File: config.mk
export PLATFORM = sky130hd
export DESIGN_NAME = core_task_loader
export DESIGN_NICKNAME = d
export VERILOG_FILES = /design/src/rtl/core_task_loader_pkg.sv /design/src/rtl/core_task_loader_frame_ram.sv /design/src/rtl/core_task_loader.sv
export SDC_FILE = /design/constraint.sdc
export NUM_CORES = 1
export LEC_CHECK = 0
export CAP_MARGIN = 15
export CORE_AREA = 2 2 249 202
export CTS_CLUSTER_SIZE = 12
export DETAILED_ROUTE_END_ITERATION = 10
export DIE_AREA = 0 0 251 204
export PLACE_DENSITY = 0.76
export SLEW_MARGIN = 20
export SYNTH_ARGS = -nofsm -noshare
export SYNTH_HDL_FRONTEND = slang
export SYNTH_SLANG_ARGS = --single-unit
export TNS_END_PERCENT = 20
File: constraint.sdc
create_clock -name clk -period 5.9 [get_ports clk]
set_clock_uncertainty 0.1 [all_clocks]
set_input_delay 1.18 -clock clk [delete_from_list [all_inputs] [get_ports clk]]
set_output_delay 1.18 -clock clk [all_outputs]
set_load 0.1 [all_outputs]
File: src/rtl/core_task_loader_pkg.sv
// Shared definitions for the core-side task loader: state encodings,
// frame opcode field and default sizing.
package core_task_loader_pkg;

  // Opcode lives in the top byte of each instruction frame
  localparam int OP_W = 8;
  localparam logic [OP_W-1:0] STOP_OP_DEF = 8'hFF;

  // Default sizing shared with the scheduler side
  localparam int NUM_CORES_DEF = 4;
  localparam int FRAME_W_DEF   = 64;
  localparam int REG_W_DEF     = 8;
  localparam int BUF_DEPTH_DEF = 8;

  typedef enum logic [1:0] {
    IDLE = 2'd0,
    LOAD = 2'd1,
    RUN  = 2'd2
  } ld_state_e;

  // True when a frame's opcode marks the end of a task
  function automatic logic is_stop_op(input logic [OP_W-1:0] op,
                                      input logic [OP_W-1:0] stop);
    return op == stop;
  endfunction

endpackage

File: src/rtl/core_task_loader_frame_ram.sv
// Frame store: one write port, one registered read port.
// Storage is not reset; only the read register is, so fetch_data is 0 out of reset.
module core_task_loader_frame_ram #(
  parameter int DEPTH = 8,
  parameter int WIDTH = 64,
  parameter int AW    = $clog2(DEPTH)
) (
  input  logic             clk,
  input  logic             rst_n,
  input  logic             we,
  input  logic [AW-1:0]    waddr,
  input  logic [WIDTH-1:0] wdata,
  input  logic [AW-1:0]    raddr,
  output logic [WIDTH-1:0] rdata
);

  logic [WIDTH-1:0] mem [DEPTH];

  // Write port; no reset on the array itself
  always_ff @(posedge clk) begin
    if (we) mem[waddr] <= wdata;
  end

  // Registered read; a same-cycle write to raddr returns the old word
  always_ff @(posedge clk or negedge rst_n) begin
    if (!rst_n) rdata <= '0;
    else        rdata <= mem[raddr];
  end

endmodule

File: src/rtl/core_task_loader.sv
// Core-side end of the scheduler->core interface. Buffers the frames of
// one task, loads R0, releases the core with a run pulse and drives this
// core's Ready bit back to the scheduler.
module core_task_loader
  import core_task_loader_pkg::*;
#(
  parameter int              CORE_ID   = 0,
  parameter int              NUM_CORES = NUM_CORES_DEF,
  parameter int              FRAME_W   = FRAME_W_DEF,
  parameter int              REG_W     = REG_W_DEF,
  parameter int              BUF_DEPTH = BUF_DEPTH_DEF,
  parameter logic [OP_W-1:0] STOP_OP   = STOP_OP_DEF,
  parameter int              AW        = $clog2(BUF_DEPTH)
) (
  input  logic                       clk,
  input  logic                       reset,
  input  logic [NUM_CORES-1:0]       Start,
  input  logic [FRAME_W-1:0]         Insn_Data,
  input  logic [NUM_CORES-1:0]       Init_R0_Vect,
  input  logic [NUM_CORES*REG_W-1:0] Init_R0,
  output logic                       Ready,
  input  logic [AW-1:0]              fetch_addr,
  output logic [FRAME_W-1:0]         fetch_data,
  output logic                       r0_we,
  output logic [REG_W-1:0]           r0_data,
  output logic                       core_run,
  input  logic                       core_halt,
  output logic [AW:0]                frame_cnt,
  output logic [1:0]                 err
);

  ld_state_e       state;
  logic            st;
  logic            stop_frame;
  logic            accept;
  logic            full;
  logic            run_pend;
  logic [AW:0]     cnt_base;
  logic [AW:0]     cnt_nxt;
  logic [AW-1:0]   wr_addr;

  // Only this core's slices are used; the rest belong to sibling loaders
  logic unused_inputs;
  assign unused_inputs = ^{Start, Init_R0_Vect, Init_R0};

  assign st         = Start[CORE_ID];
  assign stop_frame = is_stop_op(Insn_Data[FRAME_W-1 -: OP_W], STOP_OP);
  assign accept     = st && (state == IDLE || state == LOAD);

  // A new task always starts writing at slot 0
  assign cnt_base = (state == IDLE) ? '0 : frame_cnt;
  assign cnt_nxt  = cnt_base + (AW+1)'(1);
  assign wr_addr  = cnt_base[AW-1:0];
  // Last slot taken: the task is forced to run with whatever it has
  assign full     = (cnt_nxt == (AW+1)'(BUF_DEPTH));

  core_task_loader_frame_ram #(
    .DEPTH (BUF_DEPTH),
    .WIDTH (FRAME_W),
    .AW    (AW)
  ) u_ram (
    .clk   (clk),
    .rst_n (reset),
    .we    (accept),
    .waddr (wr_addr),
    .wdata (Insn_Data),
    .raddr (fetch_addr),
    .rdata (fetch_data)
  );

  // Loader FSM with registered Ready / R0 / run pulses and sticky errors.
  // run_pend delays core_run by one cycle so it lands two cycles after the
  // final Start, never ahead of the R0 write issued one cycle after the first.
  always_ff @(posedge clk or negedge reset) begin
    if (!reset) begin
      state     <= IDLE;
      Ready     <= 1'b1;
      r0_we     <= 1'b0;
      r0_data   <= '0;
      core_run  <= 1'b0;
      run_pend  <= 1'b0;
      frame_cnt <= '0;
      err       <= '0;
    end else begin
      r0_we    <= 1'b0;
      run_pend <= 1'b0;
      core_run <= run_pend;
      case (state)
        IDLE, LOAD: begin
          if (st) begin
            Ready     <= 1'b0;
            frame_cnt <= cnt_nxt;
            if (state == IDLE && Init_R0_Vect[CORE_ID]) begin
              r0_we   <= 1'b1;
              r0_data <= Init_R0[CORE_ID*REG_W +: REG_W];
            end
            if (stop_frame || full) begin
              state    <= RUN;
              run_pend <= 1'b1;
              if (!stop_frame) err[0] <= 1'b1;
            end else begin
              state <= LOAD;
            end
          end else begin
            Ready <= 1'b1;
          end
        end
        RUN: begin
          Ready <= 1'b0;
          if (st) err[1] <= 1'b1;
          // Halt wins over a simultaneous Start, which is dropped
          if (core_halt) begin
            state     <= IDLE;
            Ready     <= 1'b1;
            frame_cnt <= '0;
          end
        end
        default: state <= IDLE;
      endcase
    end
  end

endmodule

==> results.json <==
{
  "leakage_nw": 8.451,
  "rsz0062_at_grt": "false",
  "final_nets": 1195,
  "die_area_um2": 51200,
  "ir_drop_mv": 0.2320,
  "netlist_area_um2": 21720,
  "busiest_layer": "met2",
  "grt_pass1_wl_um": 61840,
  "io_pins": 191,
  "ys.flop_type": "edfxtp_1",
  "met2_usage": 0.2681,
  "critPathLaunchType": "flip-flop",
  "synth.distinct_cells": 34,
  "worstMarginPinSlew_ns": 1.074,
  "p_sw_mw": 3.374,
  "mostFrequentLayoutCells": "edfxtp_1, clkdlybuf4s50_1, mux4_2",
  "yosysTopAreaCellShare": 0.7078,
  "diodes": 0,
  "die_h_um": 204,
  "grt_max_degree": 80,
  "wl_um": 40790,
  "slowest_delay_ns": 1.23,
  "drt-initial-drc-count": 650,
  "ant_nets": 0,
  "cts_inserted_buffers": 58,
  "globalRouteTotalUtil": 0.1635,
  "yosysSeqAreaShare": 0.8046,
  "cts_buffer_depth": 3,
  "vias_per_cell": 5.292,
  "post-cts-setup-buffers": 0,
  "gr-usage-met3": 0.03464,
  "crit_required_ns": 4.62,
  "seq_power_share": 0.490,
  "outcome": "completed",
  "cts_root_buf": "clkbuf_16",
  "clk_latency_ns": 0.61,
  "crit_type": "reg2out",
  "core_area_um2": 48960,
  "grt_pass1_vias": 9969,
  "clock_sinks": 596,
  "p_int_mw": 7.938,
  "ys_ff_latch": 596,
  "crit_slowest_cell": "clkdlybuf4s50_1",
  "hold_path.class": "reg2reg",
  "final-setup-viol-count": 0,
  "fp-row-count": 73,
  "dpl.hpwl_um": 21080,
  "drv_slew": 0,
  "port_buffers": 160,
  "comb_power_share": 0.207,
  "clkPwrFrac": 0.304,
  "path_buf_inv": 1,
  "drive_above_1_share": 0.2652,
  "antenna_found_initial": 3,
  "setup_tns_ns": 0,
  "hold_viol_final": 0,
  "synth_edf_count": 512,
  "mostFrequentLayoutCell": "edfxtp_1",
  "die_w_um": 251,
  "post_cts_resized": 0,
  "finalCriticalPeriod_ns": 3.724,
  "routedWlPerCell_um": 23.02,
  "power_density_nw_per_um2": 437.6,
  "cts_tree": "yes",
  "path_cells": "clkdlybuf4s50_1",
  "cts_htree_levels": 2,
  "synthToLayoutAreaGrowth_pct": 19.00,
  "grt-ovfl-total": 0,
  "start_util": 0.4437,
  "cts_hold_buf": 0,
  "ys_warn_count": 0,
  "crit_path_max_fanout": 13,
  "synth_cells": 888,
  "vias": 9378,
  "period_share": 0.6312,
  "synth.avg_cell_area_um2": 24.46,
  "critPathArrivalTime_ns": 2.44,
  "async_flop_share": 0.1409,
  "max_slew_margin": 0.2837,
  "sw_frac_of_total": 0.2983,
  "maxCapViolations": 0,
  "cts.clk_slew.worst_paths_ns": 0.06,
  "path_delay_family": "buffers and inverters",
  "fmaxAchievable_mhz": 268.5,
  "gp_congestion": 0.7290,
  "synth_fp_nets": 998,
  "use_met1": 0.2227,
  "drc": 0,
  "endpoint_kind": "primary output",
  "firstDrtPassIters": 5,
  "fin_util": 0.5280,
  "yosys-top-cells-area": "edfxtp_1, mux4_2, dfrtp_1",
  "synth_top_area_cell": "edfxtp_1"
}
[power groups by stage]
stage	Sequential, mW	Combinational [mW]	Clock (mW)
after global routing	5.60	2.45	3.71
after global placement	5.59	2.36	0
after floorplan	6.58	0.704	0
after detailed placement	5.63	2.38	0
final	5.54	2.34	3.43
after CTS	5.55	2.38	3.53
[synth_stat cells (2+ instances only)]
cell type  count
a31oi_1        3
mux2_2        72
mux4_2       128
clkbuf_1      15
buf_1          8
a21oi_1        3
buf_2          5
or3_1          2
nand3_1        5
nor2_1         4
nand4_1        2
nor3_1         3
nand2b_1       3
buf_6         11
dfrtp_1       83
nand2_1        7
nor3b_1        4
buf_4          3
edfxtp_1     512
[metal layers]
layer,routed length (um),share of wire
met2,20160,0.49
met4,840,0.021
met1,17640,0.43
met3,2102,0.052
met5,41,0.0010
[logic make-up (layout without fill, tap and decap cells)]
family	count (synthesis)	in the layout	synth area share
AND/OR/NAND/NOR	36	36	0.009274
buffers and inverters	43	290	0.01204
flip-flops	596	596	0.8046
multiplexers	200	200	0.1700
AO/OA/AOI/OAI	13	13	0.004032
[state kept, by name, indices dropped and copies added, names as in the netlist]
signal and flops:
r0_we 1, u_ram.mem 512, err 2, Ready 1, r0_data 8, frame_cnt 4
u_ram.rdata 64, core_run 1, run_pend 1, state 2
[worst paths after layout]
check                                    to  slack [ns]         start  cells past startpoint
max                            frame_cnt[1]        2.18  frame_cnt[1]                      1
min                                core_run        0.27      run_pend                      0
max reg2reg                u_ram.mem[2][41]        3.22      state[1]                      4
min reg2reg                        core_run        0.27      run_pend                      0
max in group asynchronous             Ready        4.14         reset                      2
min in group asynchronous        r0_data[1]        0.55         reset                      1
[stage by stage]
step | cells | cell area, um2 | setup slack [ns] | total power [mW] | hold slack [ns]
5_1_grt | 1772 | 25850 | 2.110 | 11.76 | 0.2772
6_report | 1772 | 25850 | 2.176 | 11.31 | 0.2667
2_1_floorplan | 888 | 21720 | -1.286 | 7.285 | 0.2312
3_3_place_gp | 1662 | 24100 | 1.922 | 7.947 | 0.2384
3_5_place_dp | 1662 | 24100 | 1.890 | 8.003 | 0.2568
4_1_cts | 1772 | 25850 | 2.144 | 11.47 | 0.2736
[final cells by class]
class                      count  area [um2]
inverter                       1       3.754
clock buffer                 102        1668
tap                          637       797.0
clock inverter                 8       85.08
fill                        3686       23110
multi-input combinational    249        4034
sequential                   596       17480
timing repair buffer         179        1783
No activity file was read; power rests on OpenSTA's default activity.
